`src/rtl/layer_sequencer.sv`:
```
`default_nettype none
// +----------------------------------------------------------------------------+
// | layer_sequencer                                                            |
// | Layer controller for conv1 -> max-pool -> fire squeeze. It drives the      |
// | stage enables and the bank write addresses, and has a start/done handshake.|
// | Optional macro FIRE_LOOP_EN repeats the squeeze stage for NUM_FIRE passes. |
// | Revision: 1.0                                                              |
// +----------------------------------------------------------------------------+
module layer_sequencer #(
    parameter int CONV1_OUT = 12321,
    parameter int POOL_OUT  = 3025,
    parameter int SQ_OUT    = 3025,
    parameter int NUM_FIRE  = 8,
    parameter int ADDR_W    = 32
) (
    input  logic              clk,
    input  logic              rst,
    input  logic              start,
    input  logic              conv1_valid,
    input  logic              pool_valid,
    input  logic              sq_valid,
    output logic              conv_en,
    output logic              pool_en,
    output logic              sq_en,
    output logic [ADDR_W-1:0] conv_waddr,
    output logic [ADDR_W-1:0] pool_waddr,
    output logic [ADDR_W-1:0] sq_waddr,
    output logic [2:0]        firesel,
    output logic              busy,
    output logic              done,
    output logic              err
);

    typedef enum logic [2:0] {
        S_IDLE = 3'd0,
        S_CONV = 3'd1,
        S_POOL = 3'd2,
        S_SQZ  = 3'd3,
        S_FIN  = 3'd4
    } state_t;

    // A limit of 0 or 1 ends the stage on its first strobe.
    localparam logic [ADDR_W-1:0] c_CONV_LAST = ADDR_W'((CONV1_OUT > 1) ? CONV1_OUT - 1 : 0);
    localparam logic [ADDR_W-1:0] c_POOL_LAST = ADDR_W'((POOL_OUT  > 1) ? POOL_OUT  - 1 : 0);
    localparam logic [ADDR_W-1:0] c_SQ_LAST   = ADDR_W'((SQ_OUT    > 1) ? SQ_OUT    - 1 : 0);
    localparam logic [ADDR_W-1:0] c_ONE       = ADDR_W'(1);
`ifdef FIRE_LOOP_EN
    localparam logic [2:0] c_FIRE_LAST = (NUM_FIRE > 8) ? 3'd7 :
                                         (NUM_FIRE < 2) ? 3'd0 : 3'(NUM_FIRE - 1);
`endif

    state_t            state_q;
    logic              conv_en_q;
    logic              pool_en_q;
    logic              sq_en_q;
    logic [ADDR_W-1:0] conv_waddr_q;
    logic [ADDR_W-1:0] pool_waddr_q;
    logic [ADDR_W-1:0] sq_waddr_q;
    logic [2:0]        firesel_q;
    logic              busy_q;
    logic              done_q;
    logic              err_q;
    logic              w_stray;

    // Any strobe that does not belong to the stage currently running.
    always_comb begin
        w_stray = 1'b0;
        case (state_q)
            S_CONV:  w_stray = pool_valid  | sq_valid;
            S_POOL:  w_stray = conv1_valid | sq_valid;
            S_SQZ:   w_stray = conv1_valid | pool_valid;
            default: w_stray = conv1_valid | pool_valid | sq_valid;
        endcase
    end

    always_ff @(posedge clk) begin
        if (!rst) begin
            state_q      <= S_IDLE;
            conv_en_q    <= 1'b0;
            pool_en_q    <= 1'b0;
            sq_en_q      <= 1'b0;
            conv_waddr_q <= '0;
            pool_waddr_q <= '0;
            sq_waddr_q   <= '0;
            firesel_q    <= 3'd0;
            busy_q       <= 1'b0;
            done_q       <= 1'b0;
            err_q        <= 1'b0;
        end else begin
            if (w_stray) begin
                err_q <= 1'b1;
            end
            case (state_q)
                S_IDLE: begin
                    if (start) begin
                        state_q   <= S_CONV;
                        conv_en_q <= 1'b1;
                        busy_q    <= 1'b1;
                    end
                end
                S_CONV: begin
                    if (conv1_valid) begin
                        if (conv_waddr_q == c_CONV_LAST) begin
                            state_q      <= S_POOL;
                            conv_waddr_q <= '0;
                            conv_en_q    <= 1'b0;
                            pool_en_q    <= 1'b1;
                        end else begin
                            conv_waddr_q <= conv_waddr_q + c_ONE;
                        end
                    end
                end
                S_POOL: begin
                    if (pool_valid) begin
                        if (pool_waddr_q == c_POOL_LAST) begin
                            state_q      <= S_SQZ;
                            pool_waddr_q <= '0;
                            pool_en_q    <= 1'b0;
                            sq_en_q      <= 1'b1;
                        end else begin
                            pool_waddr_q <= pool_waddr_q + c_ONE;
                        end
                    end
                end
                S_SQZ: begin
                    if (sq_valid) begin
                        if (sq_waddr_q == c_SQ_LAST) begin
                            sq_waddr_q <= '0;
`ifdef FIRE_LOOP_EN
                            if (firesel_q != c_FIRE_LAST) begin
                                firesel_q <= firesel_q + 3'd1;
                            end else begin
                                state_q   <= S_FIN;
                                sq_en_q   <= 1'b0;
                                done_q    <= 1'b1;
                                firesel_q <= 3'd0;
                            end
`else
                            state_q <= S_FIN;
                            sq_en_q <= 1'b0;
                            done_q  <= 1'b1;
`endif
                        end else begin
                            sq_waddr_q <= sq_waddr_q + c_ONE;
                        end
                    end
                end
                S_FIN: begin
                    state_q <= S_IDLE;
                    done_q  <= 1'b0;
                    busy_q  <= 1'b0;
                end
                default: begin
                    state_q <= S_IDLE;
                end
            endcase
        end
    end

    assign conv_en    = conv_en_q;
    assign pool_en    = pool_en_q;
    assign sq_en      = sq_en_q;
    assign conv_waddr = conv_waddr_q;
    assign pool_waddr = pool_waddr_q;
    assign sq_waddr   = sq_waddr_q;
    assign firesel    = firesel_q;
    assign busy       = busy_q;
    assign done       = done_q;
    assign err        = err_q;

endmodule
`default_nettype wire

```
`config.mk`:
```
export PLATFORM = sky130hd
export DESIGN_NAME = layer_sequencer
export DESIGN_NICKNAME = d
export VERILOG_FILES = /design/src/rtl/layer_sequencer.sv
export SDC_FILE = /design/constraint.sdc
export NUM_CORES = 1
export LEC_CHECK = 0
export ABC_CLOCK_PERIOD_IN_PS = 4800
export BUFFER_PORTS_ARGS = -buffer_cell sky130_fd_sc_hd__buf_2
export CORE_ASPECT_RATIO = 1.4
export CORE_MARGIN = 10
export CORE_UTILIZATION = 59
export DETAILED_ROUTE_END_ITERATION = 12
export GPL_TIMING_DRIVEN = 0
export MAX_ROUTING_LAYER = met4
export PLACE_DENSITY = 0.89
export SLEW_MARGIN = 5
export SYNTH_ARGS = -nofsm -noshare
export SYNTH_HDL_FRONTEND = slang
export SYNTH_SLANG_ARGS = --single-unit
```
`constraint.sdc`:
```
create_clock -name clk -period 4.8 [get_ports clk]
set_clock_uncertainty 0.2 [all_clocks]
set_input_delay 0.24 -clock clk [delete_from_list [all_inputs] [get_ports clk]]
set_output_delay 0.24 -clock clk [all_outputs]
set_load 0.05 [all_outputs]
```
==> results of run 1 <==
[cell type report]
cell class | instances | area [sq um] | area share, %
multi-input cells | 470 | 2840 | 46.2
flip-flops and latches | 105 | 2100 | 34.2
repair buffers | 109 | 556 | 9.04
clock buffers | 13 | 260 | 4.23
plain buffers | 28 | 155 | 2.52
well taps | 105 | 131 | 2.14
inverters | 24 | 90.1 | 1.47
clock inverters | 3 | 15.0 | 0.244
[synthesized netlist by cell type, types with 2 or more instances]
cell      instances  share of area, %
a21oi_1          19               1.8
and2_1            6              0.73
and3_1           12               1.4
and4_1            8               1.4
buf_2             7              0.68
buf_4             5              0.73
buf_6             3              0.65
clkbuf_1         13              0.94
dfxtp_1         105                41
ha_1              6               1.4
inv_1            24               1.7
nand2_1          42               3.0
nand2b_1          2              0.24
nand3_1          36               3.5
nand4_1          24               2.9
nand4_2           2              0.48
nor2_1          103               7.5
nor2b_1           3              0.36
nor3_1           28               2.7
nor4_1           36               4.4
nor4b_1           8               1.4
nor4bb_1          3              0.58
o21ai_0          11               1.1
o31ai_1           2              0.29
o41ai_1           2              0.34
or2_2             2              0.24
or3_1            11               1.3
xnor2_1          59                10
xor2_1           23               3.9
[flip-flops by register name, summed over array words and instances, names as in the netlist]
signal,count
state_q,3
conv_waddr,32
pool_en,1
done,1
sq_waddr,32
err,1
sq_en,1
conv_en,1
busy,1
pool_waddr,32
[logic make-up (layout without fill, tap and decap cells)]
logic type	after synthesis	after routing	synth area share [%]
simple gates	335	335	34.0
other cells	1	3	0.0724
xor+xnor	82	82	13.9
mux	1	1	0.193
fa+ha+maj	6	6	1.45
buf+inv	52	177	4.74
flops	105	105	40.6
compound gates	43	43	5.05
[worst max path at each step]
stage                   from             end  depth (start not counted)
2_1_floorplan  pool_waddr[7]  pool_waddr[13]                          6
3_3_place_gp   conv_waddr[0]  conv_waddr[14]                          7
3_5_place_dp   conv_waddr[0]  conv_waddr[11]                          7
4_1_cts        conv_waddr[0]  conv_waddr[15]                          7
5_1_grt         sq_waddr[17]    sq_waddr[24]                          5
6_report       conv_waddr[0]  conv_waddr[15]                          7
[worst reg2reg max path, stage by stage (launching register included)]
cell and delay (ns):
dfxtp_1 0.35, inv_1 0.13, ha_1 0.19, nor4b_1 0.24, nand4_1 0.20, o31ai_1 0.63, clkbuf_1 0.46, nor2_1 0.11
[routing by layer]
metal  up-vias  wire length (microns)  GRT usage [%]
li1       2424                      -              -
met1      2427                   5660           23.4
met2       203                   6950           35.7
met3        37                   1030           5.25
met4         0                    400           10.9
met5         -                      0              -
[power breakdown]
group / switching (mW) / leakage [nW] / internal (mW) / total [mW]
clock network: 0.314 / 0.139 / 0.378 / 0.692
registers: 0.00526 / 0.847 / 0.876 / 0.881
logic: 0.0544 / 1.39 / 0.0219 / 0.0763
[metrics by stage]
step	std cells	utilization, %	area, sq um	hold slack, ns
2_1_floorplan	627	-	5180	0.171
3_3_place_gp	839	68.4	5850	0.250
4_1_cts	857	71.8	6150	0.0336
6_report	857	71.8	6150	0.0466
5_1_grt	857	71.8	6150	0.0400
3_5_place_dp	839	68.4	5850	0.263
==> summary.txt, run 1 <==
Placed design
  • Gpl congestion: 0.932
  • PortBufs: 107
  • HPWL Detailed: ~10 mm
  • DP Worst Slack: roughly 2.2 ns

GRT
  • Total grt overflow: 0
  • First-pass GRT wire length: 22.6 mm
  • Initial antenna violation count: 0
  • Largest net degree at the start of global routing: 16
  • Total track usage: 21.4%
  • Number of global-route vias before repair: between 4,000 and 5,000

Route
  • Post-DRT Antenna Nets: 0
  • Drt drc: 0
  • First-pass detailed-route iteration total: 5
  • Drt total wl: 14.1 mm
  • Vias: between 5,000 and 6,000
  • Routed WL per cell: 16.4 microns
  • Via-per-instance ratio: roughly 5.9
  • Initial DRC count: 365

Setup path
  • CP peak stage delay: 0.63 ns
  • Crit path max-delay cell type: o31ai_1
  • Critical path's top delay family: compound AO/OA/AOI/OAI gates
  • Reg2Reg Setup Slack: 2.15 ns
  • Setup crit start kind: flip-flop
  • Terminus of the critical flop-to-flop path: conv_waddr[15]
  • CP Class: flip-flop to flip-flop
  • Cells on worst reg2reg path: 7
  • Bufs and invs on worst path: 2
  • Worst EP arrival: 2.67 ns
  • Max Fanout on Critical Path: 10
  • Reg-to-reg startpoint: conv_waddr[0]
  • Cell chain of the critical path: inv_1, ha_1, nor4b_1, nand4_1, o31ai_1, clkbuf_1, nor2_1
  • CP required: 4.82 ns
  • Crit end category: flip-flop

STA
  • Count of pins over their slew limit: 0
  • Fin worst setup slack: about 2.1 ns
  • Final period util: between 50% and 60%
  • Finish-stage setup viols: 0
  • Endpoints failing hold: 0
  • Min Tclk post-route: around 2.7 ns
  • TNS Setup: 0 ns
  • Actual slew at the worst max-slew pin: 0.924 ns
  • RSZ-0062 raised after global routing: no
  • Max Fclk: around 380 MHz
  • Max-slew headroom: 37.8%

Status
  • Status: completed

Power
  • Leakage: 2.38 nW
  • Pwr dens: 268 mW/mm^2
  • Max IR drop VDD: 253 uV
  • Total Power: 1.65 mW

Finish
  • Fillcell total: about 660
  • Final #Nets: between 700 and 800
  • Most frequent cells in the layout: buf_2 (114), dfxtp_1 (105), nor2_1 (103)
  • Antenna Cells: 0
  • Syn-to-layout area delta: 18.7%
  • Most common cell after layout, fill and taps aside: buf_2
  • Layout cells sized above 1: 19.3%

Worst hold path
  • Worst Hold End: busy
  • Hold depth: 3
  • Hold Path Class: input pin to flip-flop
  • Worst hold path startpoint: rst

Yosys
  • Yosys warns: 0
  • Cells after synthesis: 625
  • Most used DFF post-synth: dfxtp_1
  • Ys async rst share: 0%
  • Netlist area before placement: between 0.005 and 0.006 sq mm
  • Avg Cell Area, Syn: 8.28 sq um
  • Yosys cell types: 49
  • Seq/Total Area, Yosys: 40.6%
  • Post-synth EDFFs: 0
  • Post-synthesis register bit count: 105

CTS
  • Post-cts resize count: 0
  • Total setup buffers inserted after CTS: 0
  • H-tree depth: 3
  • Root Buffer: clkbuf_16
  • TritonCTS Sinks: roughly 110
  • Clk_lat worst skew: 0.35 ns
  • Hold-fix buffers at CTS: 2
  • CTS tree: yes
  • Clk pin slew, worst setup/hold paths: 0.07 ns
  • Num CTS Buffers: 9
  • Clock tree buffer depth: 2

Die
  • Initial Util: 60.5%
  • Core ar.: approximately 0.0086 sq mm
  • Full die area: 0.0130 sq mm
  • Num ports: around 110
  • Cell Rows: 40
  • Die X: 99.2 microns
  • Die Y: ~130 microns

Run
  • Max Cap Viol: 0
No activity file was read; power rests on OpenSTA's default activity.
==> inputs of run 2 (changes only) <==
ABC_AREA = 1   (was default)
ABC_CLOCK_PERIOD_IN_PS = 2750   (was 4800)
CORE_UTILIZATION = 57   (was 59)
PLACE_DENSITY = 0.85   (was 0.89)
clock period = 2.75 ns   (was 4.8 ns; I/O delays follow)
==> run 2 against run 1 <==
Synthesized cell count is 63% higher. Non-clock buffer count is 6 lower. Worst setup slack worse by 1.6 ns. Worst hold slack better by 0.092 ns. Critical path depth is 1 higher. Global-route usage is 3.8 points higher. First-iteration DRC count is 2.5% higher. Cell area is 23% higher. Fmax is 22% higher. Core utilization is 4.6 points lower.
==> summary.txt, run 2 <==
Yosys
  • Leading area contributor after synthesis: dfxtp_1
  • Seq/Total Area, Yosys: 32.5% (-8.1 points)
  • Commonest cells post-synth: nand2_1 (251), nor2_1 (178), inv_1 (118)
  • Yosys warns: 0 (unchanged)
  • Netlist area before placement: 0.00647 sq mm (+25%)
  • Synth area leaders: dfxtp_1 (32%), nand2_1 (15%), nor2_1 (10%)
  • Synth top area share: 32.5% (-8.1 points)
  • Post-synthesis register bit count: 105 (unchanged)
  • Post-synth EDFFs: 0 (unchanged)
  • Most frequent cell after synthesis: nand2_1
  • Most used DFF post-synth: dfxtp_1
  • Ys async rst share: 0% (unchanged)
  • Yosys cell types: 45 (-8.2%)
  • Cells after synthesis: 1,017 (+63%)
  • Avg Cell Area, Syn: 6.37 sq um (-23%)

Finish
  • Most frequent cells in the layout: nand2_1 (251), nor2_1 (178), inv_1 (118)
  • Fillcell total: 1,091 (+65%)
  • Multi-input logic area: 0.00383 sq mm (+35%)
  • Most common cell after layout, fill and taps aside: nand2_1
  • Syn-to-layout area delta: 16.6%
  • Register area: 0.00210 sq mm (unchanged)
  • Final Cell Area: 0.00755 sq mm (+23%)
  • Layout cells sized above 1: 15.5% (-3.7 points)
  • Final #Nets: 1,153 (+52%)

Die
  • Full die area: 0.0161 sq mm (+24%)
  • Die X: 110 microns (+11%)
  • Initial Util: 57.7% (-2.8 points)
  • Core ar.: 0.0112 sq mm (+31%)
  • Cell Rows: 46 (+15%)
  • Num ports: 111 (unchanged)
  • Die Y: 146 microns (+12%)

Setup path
  • CP peak stage delay: 0.43 ns (-0.20 ns)
  • CP required: 2.78 ns (-2.04 ns)
  • Crit path max-delay cell type: dfxtp_1
  • CP Class: flip-flop to flip-flop
  • Bufs and invs on worst path: 1 (-1)
  • Worst EP arrival: 2.22 ns (-0.45 ns)
  • Cell chain of the critical path: nand2_1, nor2_2, nand3_1, nor2_1, nand3_1, nand2_1, buf_2, nor2_1
  • Crit end category: flip-flop
  • Critical path's top delay family: simple AND/OR/NAND/NOR gates
  • Setup crit start kind: flip-flop
  • Max Fanout on Critical Path: 10 (unchanged)

Route
  • Drt drc: 0 (unchanged)
  • Initial DRC count: 374 (+2.5%)
  • Drt total wl: 19.8 mm (+41%)
  • Via-per-instance ratio: 5.48 (-7.7%)
  • Post-DRT Antenna Nets: 0 (unchanged)
  • Routed WL per cell: 15.4 microns (-6.4%)
  • Vias: 7,081 (+39%)
  • First-pass detailed-route iteration total: 5 (unchanged)

Power
  • Clock Power Share: 37.6% (-4.3 points)
  • Leakage: 3.16 nW (+33%)
  • Psw: 1.10 mW (+190%)
  • Total Power: 3.58 mW (+120%)
  • Switching fraction of total power: 30.7% (+8.0 points)
  • Max IR drop VDD: 343 uV (+35%)
  • Power Internal: 2.48 mW (+94%)
  • Combinational cell fraction of total power: 17.1% (+13 points)
  • Part of the power in registers: 45.3% (-8.1 points)
  • Pwr dens: 474 mW/mm^2 (+77%)

Placed design
  • Placement Cell Area: 0.00720 sq mm (+23%)
  • DP Worst Slack: 0.569 ns (-1.63 ns)
  • Gpl congestion: 1.01 (+8.3%)
  • PortBufs: 107 (unchanged)
  • HPWL Detailed: 15.8 mm (+52%)

STA
  • Count of pins over their slew limit: 0 (unchanged)
  • Max Fclk: 458 MHz (+22%)
  • Hold Slack: 0.138 ns (+0.0919 ns)
  • Final period util: 79.4% (+24 points)
  • Finish-stage setup viols: 0 (unchanged)
  • Actual slew at the worst max-slew pin: 0.610 ns (-0.314 ns)
  • Max-slew headroom: 59.3% (+22 points)
  • TNS Setup: 0 ns (unchanged)
  • RSZ-0062 raised after global routing: no
  • Fin worst setup slack: 0.566 ns (-1.58 ns)
  • Endpoints failing hold: 0 (unchanged)
  • Min Tclk post-route: 2.18 ns (-0.470 ns)

CTS
  • CTS tree: yes
  • Root Buffer: clkbuf_16
  • TritonCTS Sinks: 105 (unchanged)
  • Clock tree buffer depth: 2 (unchanged)
  • Hold-fix buffers at CTS: 4 (+2)
  • H-tree depth: 3 (unchanged)
  • Post-cts resize count: 0 (unchanged)
  • Total setup buffers inserted after CTS: 0 (unchanged)
  • Clk pin slew, worst setup/hold paths: 0.07 ns (about the same)
  • Num CTS Buffers: 9 (unchanged)
  • Clk_lat worst skew: 0.35 ns (about the same)

Worst hold path
  • Hold Path Class: input pin to flip-flop

Status
  • Status: completed

GRT
  • Initial antenna violation count: 1 (+1)
  • Number of global-route vias before repair: 6,749 (+40%)
  • Total track usage: 25.2% (+3.8 points)
  • First-pass GRT wire length: 32.0 mm (+41%)
  • Largest net degree at the start of global routing: 17 (+1)
  • Total grt overflow: 0 (unchanged)

Run
  • Max Cap Viol: 0 (unchanged)
run 2: changes by cell type in the layout (fill, tap and decap cells not counted), sizes merged, moves of 9 or more:
cell and delta:
nand3 +55, nor4 -33, nand2 +220, xor2 -9, or3 -11, inv +98, nor2 +94, xnor2 -51
a21oi +40, and3 -10
run 2: power groups by stage:
stage          combinational, mW  sequential, mW  clock [mW]
6_report                   0.611            1.62        1.34
5_1_grt                    0.674            1.63        1.42
4_1_cts                    0.614            1.62        1.36
3_5_place_dp               0.602            1.66           0
3_3_place_gp               0.590            1.65           0
2_1_floorplan              0.344            1.76           0
run 2: metrics by stage:
stage,util [%],std cells
after floorplan,-,1019
after global placement,64.1,1270
after detailed placement,64.1,1270
after CTS,67.2,1290
after global routing,67.2,1291
final,67.2,1291
run 2: kinds of logic (layout without fill, tap and decap cells):
group / count (synthesis) / count (layout) / synth area share [%]
AOI/OAI and AO/OA: 110 / 110 / 9.72
xor gates and xnor gates: 22 / 22 / 2.98
adders and majority gates: 6 / 6 / 1.16
buffers and inverters: 142 / 269 / 8.54
DFF: 105 / 105 / 32.5
other: 1 / 4 / 0.0579
and+or+nand+nor: 631 / 631 / 45.1
run 2: path summary, 6_finish.rpt:
check	depth (start not counted)	slack (ns)	end	from
worst max-delay path	8	0.57	pool_waddr[9]	pool_waddr[6]
worst min-delay path	5	0.14	done	sq_valid
worst max register to register	8	0.57	pool_waddr[9]	pool_waddr[6]
worst min register to register	2	0.25	sq_en	sq_en
run 2: layout make-up:
| type | instances | area share, % |
|---|---|---|
| Timing Repair Buffer | 111 | 7.63 |
| Antenna cell | 1 | 0.0332 |
| Sequential cell | 105 | 27.9 |
| Multi-Input combinational cell | 772 | 50.7 |
| Clock inverter | 4 | 0.680 |
| Buffer | 20 | 1.23 |
| Tap cell | 144 | 2.39 |
| Inverter | 122 | 6.10 |
| Clock buffer | 12 | 3.40 |
run 2: layer usage:
layer | vias to the layer above | GRT usage (%) | share of wire, %
li1 | 3536 | - | -
met1 | 3234 | 27.0 | 38
met2 | 242 | 43.4 | 51
met3 | 69 | 3.83 | 6.5
met4 | 0 | 12.5 | 4.4
met5 | - | - | 0
run 2: tightest hold or removal path: stages:
cell and delay, ns:
buf_2 0.12, inv_1 0.14, nor2_8 0.07, nand3_1 0.12
a21oi_1 0.07
==> inputs of run 3 (changes only) <==
ABC_AREA = 0   (was 1)
ABC_CLOCK_PERIOD_IN_PS = 2100   (was 2750)
CORE_UTILIZATION = 55   (was 57)
PLACE_DENSITY = 0.84   (was 0.85)
clock period = 2.1 ns   (was 2.75 ns; I/O delays follow)
==> run 3 against run 2 <==
The run now ends with setup timing left. Critical path type unchanged. Highest routed layer unchanged. Die area shrank 14%. Total power rose by 7.4%. Critical endpoint is now pool_waddr[10]. Count of clock-buffer cells in the layout increased by 2. Core utilization is 13 points higher.
==> summary.txt, run 3 (same netlist as run 1, synthesis figures left out) <==
STA
  • Endpoints failing hold: 0 (unchanged)
  • Final period util: 109% (+29 points)
  • Min Tclk post-route: 2.29 ns (+0.102 ns)
  • Count of pins over their slew limit: 0 (unchanged)
  • Finish-stage setup viols: 34 (+34)
  • RSZ-0062 raised after global routing: yes
  • Max Fclk: 437 MHz (-4.5%)
  • Fin worst setup slack: -0.186 ns (-0.752 ns)

GRT
  • Largest net degree at the start of global routing: 16 (-1)
  • First-pass GRT wire length: 25.7 mm (-20%)
  • Number of global-route vias before repair: 5,296 (-22%)
  • Total track usage: 23.3% (-1.9 points)
  • Total grt overflow: 0 (unchanged)
  • Initial antenna violation count: 0 (-1)

Finish
  • Finished Core Util: 80.6% (+13 points)
  • Fillcell total: 537 (-51%)
  • Antenna Cells: 0 (-1)
  • Layout cells sized above 1: 43.0% (+27 points)
  • Most common cell after layout, fill and taps aside: buf_2
  • Register area: 0.00222 sq mm (+5.4%)
  • Syn-to-layout area delta: 42.1%
  • Final #Nets: 812 (-30%)
  • Most frequent cells in the layout: buf_2 (113), nor2_1 (82), xnor2_1 (59)
  • Multi-input logic area: 0.00336 sq mm (-12%)

Die
  • Die X: 102 microns (-7.3%)
  • Num ports: 111 (unchanged)
  • Die Y: 135 microns (-7.7%)
  • Cell Rows: 41 (-11%)
  • Initial Util: 56.7% (-0.98 points)
  • Core ar.: 0.00913 sq mm (-19%)
  • Full die area: 0.0137 sq mm (-14%)

CTS
  • H-tree depth: 3 (unchanged)
  • Root Buffer: clkbuf_16
  • Clk_lat worst skew: 0.35 ns (about the same)
  • CTS tree: yes
  • Clock tree buffer depth: 2 (unchanged)
  • TritonCTS Sinks: 105 (unchanged)
  • Num CTS Buffers: 9 (unchanged)
  • Clk pin slew, worst setup/hold paths: 0.07 ns (about the same)

Setup path
  • Worst EP arrival: 2.31 ns (+0.09 ns)
  • Setup crit start kind: flip-flop
  • Critical path's top delay family: simple AND/OR/NAND/NOR gates
  • CP required: 2.13 ns (-0.65 ns)
  • Cell chain of the critical path: inv_4, ha_4, nor4b_4, nand4_1, or3_4, o21ai_4, buf_12, buf_12, nor2_4
  • CP peak stage delay: 0.42 ns (about the same)
  • CP most frequent cell: buf_12
  • CP Class: flip-flop to flip-flop
  • Bufs and invs on worst path: 3 (+2)
  • Crit path max-delay cell type: or3_4
  • Max Fanout on Critical Path: 8 (-2)
  • Crit end category: flip-flop

Power
  • Leakage: 2.89 nW (-8.6%)
  • Pwr dens: 522 mW/mm^2 (+10%)
  • Max IR drop VDD: 402 uV (+17%)
  • Total Power: 3.84 mW (+7.4%)

Route
  • Post-DRT Antenna Nets: 0 (unchanged)
  • First-pass detailed-route iteration total: 5 (unchanged)
  • Vias: 5,593 (-21%)
  • Via-per-instance ratio: 6.13 (+12%)
  • Initial DRC count: 486 (+30%)
  • Routed WL per cell: 19.5 microns (+27%)
  • Drt drc: 0 (unchanged)
  • Drt total wl: 17.8 mm (-10%)

Placed design
  • Gpl congestion: 0.923 (-8.6%)
  • PortBufs: 107 (unchanged)
  • HPWL Detailed: 10.3 mm (-34%)

Status
  • Failing checks: setup timing
  • Status: complete, but fails checks

Worst hold path
  • Hold Path Class: flip-flop to flip-flop

Run
  • Max Cap Viol: 0 (unchanged)
run 3: cell types whose count changed in the layout (fill, tap and decap cells not counted), moves of 13 or more:
cell,delta
dfxtp_1,-65
nor4_2,+21
buf_4,+43
dfxtp_4,+13
a21oi_1,-43
nor2_1,-96
xnor2_1,+51
inv_1,-99
nand2_1,-209
nand3_1,-53
dfxtp_2,+52
run 3: routing by layer:
| layer | vias to the layer above | part of all wire (%) | wire [microns] | track usage [%] |
|---|---|---|---|---|
| met5 | - | 0 | 0 | - |
| met4 | 0 | 4.1 | 738 | 11.6 |
| met3 | 83 | 6.5 | 1160 | 3.17 |
| met2 | 294 | 52 | 9290 | 39.8 |
| met1 | 2680 | 37 | 6600 | 25.9 |
| li1 | 2536 | - | - | - |
run 3: final cells by class:
class	instances	share of cell area, %
multi-input combinational	470	45.7
sequential	105	30.1
clock buffer	14	3.45
clock inverter	2	0.187
buffer	25	3.28
tap	107	1.82
inverter	24	1.33
timing repair buffer	165	14.1
run 3: worst reg2reg max path, stage by stage (launching register included):
cell and delay (ns):
dfxtp_4 0.36, inv_4 0.07, ha_4 0.13, nor4b_4 0.22
nand4_1 0.25, or3_4 0.42, o21ai_4 0.18, buf_12 0.17
buf_12 0.14, nor2_4 0.04
run 3: metrics by stage:
step	cells	TNS, ns	instance area [sq um]	setup WS [ns]	hold slack (ns)
after detailed placement	841	-17.49	5990	-0.383	0.197
after global placement	841	-13.25	5990	-0.300	0.192
after global routing	912	-7.01	7360	-0.227	0.287
after CTS	892	-0.896	6820	-0.0544	0.256
final	912	-4.99	7360	-0.186	0.275
after floorplan	627	0	5330	0.00206	0.0361
run 3: final timing paths:
path | cells after the start | end | slack, ns | startpoint
worst max-delay path | 9 | pool_waddr[10] | -0.19 | pool_waddr[1]
worst min-delay path | 2 | conv_en | 0.27 | conv_en
worst max register to register | 9 | pool_waddr[10] | -0.19 | pool_waddr[1]
worst min register to register | 2 | conv_en | 0.27 | conv_en
run 3: what timing repair did:
action                                 4_1_cts  5_1_grt
gates cloned                                 3        4
buffers inserted                            27       18
endpoints found under the hold margin        5        0
pin swaps                                   24       22
hold buffers                                 6        0
resized for setup                           62       89
setup endpoints to repair                   95      100
run 3: report_power, final:
part	switching, mW	internal (mW)
clock	0.728	0.840
sequential	0.0154	1.99
combinational	0.163	0.110
